**src/rtl/lfsr_rng.sv**
```systemverilog
// Free-running Galois LFSR; exposes only its low OUT_W bits.
module lfsr_rng #(
  parameter int unsigned        LFSR_W    = 16,
  parameter int unsigned        OUT_W     = 2,
  parameter logic [LFSR_W-1:0]  LFSR_SEED = 16'hACE1,
  parameter logic [LFSR_W-1:0]  TAPS      = 16'hB400
) (
  input  logic             clk,
  input  logic             reset,
  output logic [OUT_W-1:0] rnd
);

  logic [LFSR_W-1:0] lfsr_q;

  // Right-shifting Galois step; a non-zero seed keeps the register non-zero.
  always_ff @(posedge clk) begin
    if (reset) begin
      lfsr_q <= LFSR_SEED;
    end else if (lfsr_q[0]) begin
      lfsr_q <= (lfsr_q >> 1) ^ TAPS;
    end else begin
      lfsr_q <= lfsr_q >> 1;
    end
  end

  assign rnd = lfsr_q[OUT_W-1:0];

endmodule

```
**config.mk**
```make
export PLATFORM = sky130hd
export DESIGN_NAME = lfsr_rng
export DESIGN_NICKNAME = d
export VERILOG_FILES = /design/src/rtl/lfsr_rng.sv
export SDC_FILE = /design/constraint.sdc
export NUM_CORES = 1
export LEC_CHECK = 0
export ABC_AREA = 1
export CAP_MARGIN = 20
export CORE_MARGIN = 4
export CORE_UTILIZATION = 35
export DETAILED_ROUTE_END_ITERATION = 8
export PLACE_DENSITY = 0.61
export SLEW_MARGIN = 30
export SYNTH_ARGS = -nofsm -noshare
export SYNTH_HDL_FRONTEND = slang
export SYNTH_SLANG_ARGS = --single-unit
```
**constraint.sdc**
```tcl
create_clock -name clk -period 0.8 [get_ports clk]
set_clock_uncertainty 0.2 [all_clocks]
set_input_delay 0.08 -clock clk [delete_from_list [all_inputs] [get_ports clk]]
set_output_delay 0.08 -clock clk [all_outputs]
set_load 0.02 [all_outputs]
```
Word-level counts from Yosys, hierarchy flattened
Cells that the tools add are included.
W data, S select, Z words.
- register bits after elaboration: 16
- bits of input ports: 2
- logic and storage cells: 3
- mux-type cells: 1
- bitwise operators: 1
- operator list (operator ; count):
    $mux W16 ; 1
    $not A3 Y4 ; 1

Depth between registers and ports, before layout
Gate-level depths: netlist of the first run.
- depth after elaboration: 2
- gate-level depth with buffers: 3

Worst setup path after synthesis of the first run
OpenSTA, ideal clock, no wires.
- kind: reg-to-reg
- start point: register lfsr_q[0]
- end point: register lfsr_q[13]
- library setup time: 120 ps
- data arrival time: 553 ps
- data required time: 480 ps
- slack: -74 ps
- cell stages (with the launch flop): 4
- buffers on the path: 0
- period minus slack after synthesis: 874 ps
- path through: dfxtp_1 > inv_1 > nand2_1 > nand3_1
- cells in the longest elaborated chain, start to end: 1
- RTL lines (item ; RTL line ; text):
    start: declaration ; 13 ; logic [LFSR_W-1:0] lfsr_q;
    start signal: assignment ; 20 ; lfsr_q <= (lfsr_q >> 1) ^ TAPS;
    start signal: assignment ; 22 ; lfsr_q <= lfsr_q >> 1;
    $mux W16 ; 19 ; end else if (lfsr_q[0]) begin
Every way passes these cells.
A chain may end at the register's enable or synchronous reset.

Final worst setup path of the first run
- start point: register lfsr_q[0]
- end point: output port rnd[0]
- RTL lines (item ; RTL line ; text):
    end: declaration ; 10 ; output logic [OUT_W-1:0] rnd
No word-level cell between the ends.

==> results of run 1 <==
## layer usage
layer | vias up | wire length, um | track usage, %
met5 | - | 0 | 0
met4 | 0 | 12 | 5.26
met3 | 2 | 45 | 5.93
met2 | 6 | 241 | 11.1
met1 | 125 | 282 | 8.31
li1 | 161 | - | -
## cells in the mapped netlist
cell type / n / share of area (%)
sky130_fd_sc_hd__dfxtp_1: 16 / 65
sky130_fd_sc_hd__inv_1: 11 / 8.4
sky130_fd_sc_hd__nor2_1: 9 / 6.9
sky130_fd_sc_hd__nand2_1: 7 / 5.4
sky130_fd_sc_hd__or2_1: 5 / 6.4
sky130_fd_sc_hd__buf_4: 2 / 3.1
sky130_fd_sc_hd__nand3_1: 2 / 2.0
sky130_fd_sc_hd__buf_6: 1 / 2.3
## placed cells by master, fill, tap and decap left out, drive strengths merged
master	netlist	routed
inv	11	11
nor2	9	9
dfxtp	16	16
buf	3	5
nand2	7	7
clkbuf	0	3
nand3	2	2
or2	5	5
dlygate4sd2	0	1
## layout make-up
cell class              count  share of cell area [%]
well taps                  15                    3.33
inverters                  11                    7.78
multi-input cells          23                    18.0
clock buffers               3                    4.00
repair buffers              6                    9.56
flip-flops and latches     16                    57.3
## cell families after synthesis
logic type | count (synthesis) | share of synthesized area, %
buffers and inverters | 14 | 13.8
DFF | 16 | 65.5
and+or+nand+nor | 23 | 20.7
## report_power, final
| part | internal, W | leakage [nW] | switching, W |
|---|---|---|---|
| combinational | 0.0000458 | 0.140 | 0.0000485 |
| sequential | 0.000848 | 0.134 | 0.0000155 |
| clock | 0.000174 | 0.0138 | 0.000215 |
| total | 0.00107 | 0.287 | 0.000279 |
## worst paths after layout
path                        start                    end  slack, ns
max          lfsr_q[0]$_SDFF_PP1_                 rnd[0]      -0.21
min                         reset  lfsr_q[11]$_SDFF_PP1_      0.004
max reg2reg  lfsr_q[0]$_SDFF_PP1_  lfsr_q[12]$_SDFF_PP0_      -0.13
min reg2reg  lfsr_q[2]$_SDFF_PP0_   lfsr_q[1]$_SDFF_PP0_       0.20
## timing repair
item | in CTS | in global routing
setup endpoints to repair | 18 | 11
endpoints found under the hold margin | 0 | 0
resized for setup | 14 | 1
hold buffers | 0 | 0
pin swaps | 1 | 0
## through the flow
stage	area [sq um]	setup WS, ns
2_1_floorplan	490	-0.000544
3_3_place_gp	536	-0.433
3_5_place_dp	536	-0.456
4_1_cts	561	-0.219
5_1_grt	563	-0.251
6_report	563	-0.207
==> flow_metrics.py, run 1 <==
metrics = {
    "cells_and_area": {
        "flow.area_growth_from_synthesis_pct": 15.1,
        "register_name_with_the_most_flops": "lfsr_q",
        "nNetsFinal": 63,
        "post_layout_nonfiller_instances": 74,
        "layout-drive-gt1-share_pct": 18.6,
        "layout_top_registers": "lfsr_q x16",
        "core_util_final_pct": 43.3,
        "fillerInstances": 138,
        "multi_input_area_sq_um": 101,
        "largest_register_ffs": 16,
        "diodes": 0,
        "regArea_sq_um": 323,
    },
    "synthesis": {
        "synthCells": 53,
        "synth_area_sq_um": 489,
        "yosys_register_bits": 16,
        "ys_seq_area_share_pct": 65.5,
        "post_syn_nets": 55,
        "synth.avg_cell_area_sq_um": 9.23,
        "ys_warn_count": 0,
        "yosysUniqueCellTypes": 8,
    },
    "power": {
        "power.density_nw_per_um2": 2390,
        "totalPowerFinal_w": 0.00135,
        "ir_drop_uv": 1240,
        "power_leakage_nw": 0.287,
    },
    "min_path": {
        "type_of_the_tightest_min_delay_check": "primary input to flip-flop",
        "hold_depth": 2,
    },
    "clock_network": {
        "clock_transition_at_path_regs_ns": 0.08,
        "tritoncts_clock_tree": "yes",
        "root_buffer": "sky130_fd_sc_hd__clkbuf_4",
        "clock_sinks": 16,
        "tritoncts.num_buffers": 3,
        "insertion_delay_ns": 0.27,
        "post-cts-setup-buffers": 0,
        "htreeDepth": 1,
        "max-clock-path-buffers": 2,
    },
    "setup_path": {
        "worst-setup-path-type": "flip-flop to primary output",
        "critical_path.slowest_cell": "sky130_fd_sc_hd__dfxtp_2",
        "cp_slowest_stage_delay_ns": 0.34,
        "path_depth": 1,
        "worst_setup_path_end_kind": "primary output",
        "cp.arrival_ns": 0.73,
        "timing.critical_path.required_ns": 0.52,
        "crit_path_start_kind": "flip-flop",
        "reg2regPathDepth": 4,
        "cp_top_family": "flip-flops",
        "worstPathBufferInverterCount": 1,
        "worst_path_cell_trace": "buf_6",
        "crit_path_max_fanout": 2,
    },
    "global_routing": {
        "grt_overflow": 0,
        "maximum_number_of_pins_on_one_net_before_global_route_repair": 9,
        "first_global_vias": 263,
        "antenna_found_initial": 0,
        "grt_util_all_layers_pct": 7.99,
        "grt_first_pass_wirelength_um": 1080,
    },
    "routing": {
        "firstDrtPassIters": 3,
        "routed_wire_length_per_instance_um": 7.85,
        "drtAntennaViolNets": 0,
        "dr_total_vias": 294,
        "drt_iter0_markers": 1,
        "wirelength_um": 581,
        "post_drt_via_cell_ratio": 3.97,
        "detail_route.drc_violations": 0,
    },
    "outcome": {
        "violations": "negative setup slack",
        "run_status": "complete, but fails checks",
    },
    "floorplan": {
        "fp.coreArea_sq_um": 1300,
        "pin_count": 4,
        "fp.dieW_um": 45.4,
        "initial_core_util_pct": 37.6,
        "row_count": 13,
        "fp.dieH_um": 45.4,
        "fp.dieArea_sq_um": 2060,
    },
    "timing": {
        "postLayoutSetupSlackWorst_ns": -0.207,
        "setup-tns-final_ns": -0.889,
        "final_setup_violation_count": 8,
        "finalMaxSlewViolations": 0,
        "finalHoldViolCount": 0,
        "worst_hold_check_slack_ns": 0.00422,
        "worst_pin_slew_ns": 0.120,
        "layout_worst_path_cycle_share_pct": 126,
        "timing.fmax_ghz": 0.993,
        "timing.max_slew.rel_slack_pct": 92.0,
        "unrepaired_setup_endpoints_after_global_routing": "true",
        "finalWorstPathRequiredPeriod_ns": 1.01,
    },
    "placement": {
        "io_buffer_count": 3,
        "post-dp-hpwl_um": 437,
        "placedCellCount": 71,
        "place_congestion": 0.674,
    },
    "flow_run": {
        "max_cap_viol_count": 0,
    },
}
Power figures use the tool's default switching activity.
==> run 2: changes to the inputs <==
ABC_AREA = not set   (was 1)
CELL_PAD_IN_SITES_DETAIL_PLACEMENT = 1   (was not set)
CELL_PAD_IN_SITES_GLOBAL_PLACEMENT = 2   (was not set)
CORE_ASPECT_RATIO = 1.1   (was not set)
CORE_UTILIZATION = 31   (was 35)
PLACE_DENSITY = 0.72   (was 0.61)
==> run 2 against run 1 <==
Effect of this change: the run still ends with negative setup slack left; count of clock-buffer cells in the layout unchanged; die area up 8.5%; via count down 17%; sequential share of layout area down 1.0 points; final cell count down 20%; synthesized cell count down 28%; non-clock buffer count down 1; total power up 1.3%; critical path depth unchanged; fmax down 0.33%.
==> flow_metrics.py, run 2 <==
metrics = {
    "power": {
        "power.density_nw_per_um2": 2380,
        "power_leakage_nw": 0.255,
        "ir_drop_uv": 958,
    },
    "floorplan": {
        "fp.dieW_um": 45.4,
        "fp.dieH_um": 49.2,
        "fp.coreArea_sq_um": 1420,
        "row_count": 14,
        "pin_count": 4,
        "fp.dieArea_sq_um": 2230,
        "initial_core_util_pct": 33.7,
    },
    "global_routing": {
        "first_global_vias": 268,
        "antenna_found_initial": 0,
        "grt_util_all_layers_pct": 5.99,
        "maximum_number_of_pins_on_one_net_before_global_route_repair": 17,
        "grt_overflow": 0,
        "grt_first_pass_wirelength_um": 945,
    },
    "placement": {
        "post-dp-hpwl_um": 414,
        "dp_area_sq_um": 510,
        "io_buffer_count": 3,
        "place_congestion": 0.613,
    },
    "timing": {
        "finalHoldViolCount": 0,
        "finalWorstPathRequiredPeriod_ns": 1.01,
        "final_setup_violation_count": 9,
        "setup-tns-final_ns": -1.30,
        "postLayoutSetupSlackWorst_ns": -0.211,
        "finalMaxSlewViolations": 0,
        "worst_pin_slew_ns": 0.359,
        "timing.max_slew.rel_slack_pct": 76.1,
        "layout_worst_path_cycle_share_pct": 126,
        "timing.fmax_ghz": 0.990,
        "worst_hold_check_slack_ns": 0.140,
        "unrepaired_setup_endpoints_after_global_routing": "true",
    },
    "synthesis": {
        "synthMostInstantiatedCell": "sky130_fd_sc_hd__dfxtp_1",
        "netlist_top_cells_count": "16 x sky130_fd_sc_hd__dfxtp_1, 6 x sky130_fd_sc_hd__and2b_1, 6 x sky130_fd_sc_hd__or2_1, 3 x sky130_fd_sc_hd__xnor2_1",
        "synth.avg_cell_area_sq_um": 12.6,
        "ys_seq_area_share_pct": 67.0,
        "yosys_register_bits": 16,
        "number_of_synthesized_flops_with_an_enable_pin": 0,
        "synth_area_sq_um": 478,
        "synthCells": 38,
        "post_syn_nets": 40,
        "yosysTopAreaCellShare_pct": 67.0,
        "ys_top_cells_by_area": "sky130_fd_sc_hd__dfxtp_1 67%, sky130_fd_sc_hd__and2b_1 9.4%, sky130_fd_sc_hd__or2_1 7.9%, sky130_fd_sc_hd__xnor2_1 5.5%, sky130_fd_sc_hd__buf_4 3.1%",
        "yosysUniqueCellTypes": 9,
        "synth_top_flop_cell": "sky130_fd_sc_hd__dfxtp_1",
        "ys_warn_count": 0,
        "asyncSetResetFlopFracSynth_pct": 0,
        "cell_type_contributing_the_most_total_cell_area_after_synthesis": "sky130_fd_sc_hd__dfxtp_1",
    },
    "setup_path": {
        "cp_slowest_stage_delay_ns": 0.35,
        "worst-setup-path-type": "flip-flop to primary output",
        "worst_path_cell_trace": "buf_6",
        "crit_path_start_kind": "flip-flop",
        "crit_path_max_fanout": 2,
        "critical_path.slowest_cell": "sky130_fd_sc_hd__dfxtp_2",
        "worst_setup_path_end_kind": "primary output",
        "cp_top_family": "flip-flops",
        "cp.arrival_ns": 0.73,
        "timing.critical_path.required_ns": 0.52,
        "worstPathBufferInverterCount": 1,
    },
    "flow_run": {
        "max_cap_viol_count": 0,
    },
    "cells_and_area": {
        "post-route-cell-area_sq_um": 573,
        "nNetsFinal": 47,
        "core_util_final_pct": 40.4,
        "diodes": 0,
        "layout-drive-gt1-share_pct": 27.9,
        "largest_register_ffs": 16,
        "mostFrequentLayoutCells": "14 x sky130_fd_sc_hd__dfxtp_1, 6 x sky130_fd_sc_hd__and2b_1, 6 x sky130_fd_sc_hd__or2_1",
        "register_name_with_the_most_flops": "lfsr_q",
        "flow.area_growth_from_synthesis_pct": 19.9,
        "layout_commonest_cell": "sky130_fd_sc_hd__dfxtp_1",
        "layout_top_registers": "lfsr_q x16",
    },
    "outcome": {
        "violations": "negative setup slack",
        "run_status": "complete, but fails checks",
    },
    "min_path": {
        "type_of_the_tightest_min_delay_check": "primary input to flip-flop",
    },
    "routing": {
        "post_drt_via_cell_ratio": 4.15,
        "dr_total_vias": 245,
        "drt_iter0_markers": 4,
        "wirelength_um": 596,
        "drtAntennaViolNets": 0,
        "firstDrtPassIters": 2,
        "routed_wire_length_per_instance_um": 10.1,
        "detail_route.drc_violations": 0,
    },
    "clock_network": {
        "tritoncts.num_buffers": 3,
        "holdBufCountCts": 0,
        "tritoncts_clock_tree": "yes",
        "insertion_delay_ns": 0.27,
        "clock_transition_at_path_regs_ns": 0.08,
        "max-clock-path-buffers": 2,
        "clock_sinks": 16,
        "htreeDepth": 1,
        "root_buffer": "sky130_fd_sc_hd__clkbuf_4",
    },
}
run 2: where the power goes:
| part | internal, W | total, W | switching (W) |
|---|---|---|---|
| registers | 0.000852 | 0.000874 | 0.0000216 |
| logic | 0.0000697 | 0.000111 | 0.0000417 |
| clock network | 0.000174 | 0.000380 | 0.000206 |
run 2: timing repair:
action,in CTS,in global routing
buffers inserted,1,0
pin swaps,0,6
gates cloned,0,0
setup endpoints to repair,18,11
resized for setup,14,5
run 2: area by class of cell:
cell class / count / area [sq um]
sequential: 16 / 323
multi-input combinational: 19 / 154
timing repair buffer: 5 / 53.8
tap: 16 / 20.0
fill: 152 / 846
clock buffer: 3 / 22.5
run 2: kinds of logic after synthesis:
family | Yosys count | synth area share, %
flip-flops | 16 | 67.0
AND/OR/NAND/NOR | 16 | 22.0
XOR/XNOR | 3 | 5.50
buffers and inverters | 3 | 5.50
run 2: per-layer routing:
layer,track usage [%],vias up,routed length [um]
met3,2.21,2,32
met2,8.37,3,304
met1,6.52,117,252
met5,0,-,0
li1,-,123,-
met4,5.85,0,6
run 2: stage by stage:
stage / setup WS [ns] / power (W) / instances
6_report: -0.211 / 0.00136 / 59
3_5_place_dp: -0.528 / 0.000980 / 55
2_1_floorplan: -0.0378 / 0.000955 / 38
5_1_grt: -0.249 / 0.00144 / 59
3_3_place_gp: -0.496 / 0.000974 / 55
4_1_cts: -0.215 / 0.00137 / 59
run 2: worst paths after layout:
| kind | cells past startpoint | endpoint | slack [ns] | startpoint |
|---|---|---|---|---|
| setup / recovery | 1 | rnd[0] | -0.21 | lfsr_q[0]$_SDFF_PP1_ |
| hold / removal | 2 | lfsr_q[9]$_SDFF_PP0_ | 0.14 | reset |
| setup reg to reg | 3 | lfsr_q[10]$_SDFF_PP1_ | -0.19 | lfsr_q[0]$_SDFF_PP1_ |
| hold reg to reg | 1 | lfsr_q[5]$_SDFF_PP1_ | 0.21 | lfsr_q[6]$_SDFF_PP1_ |
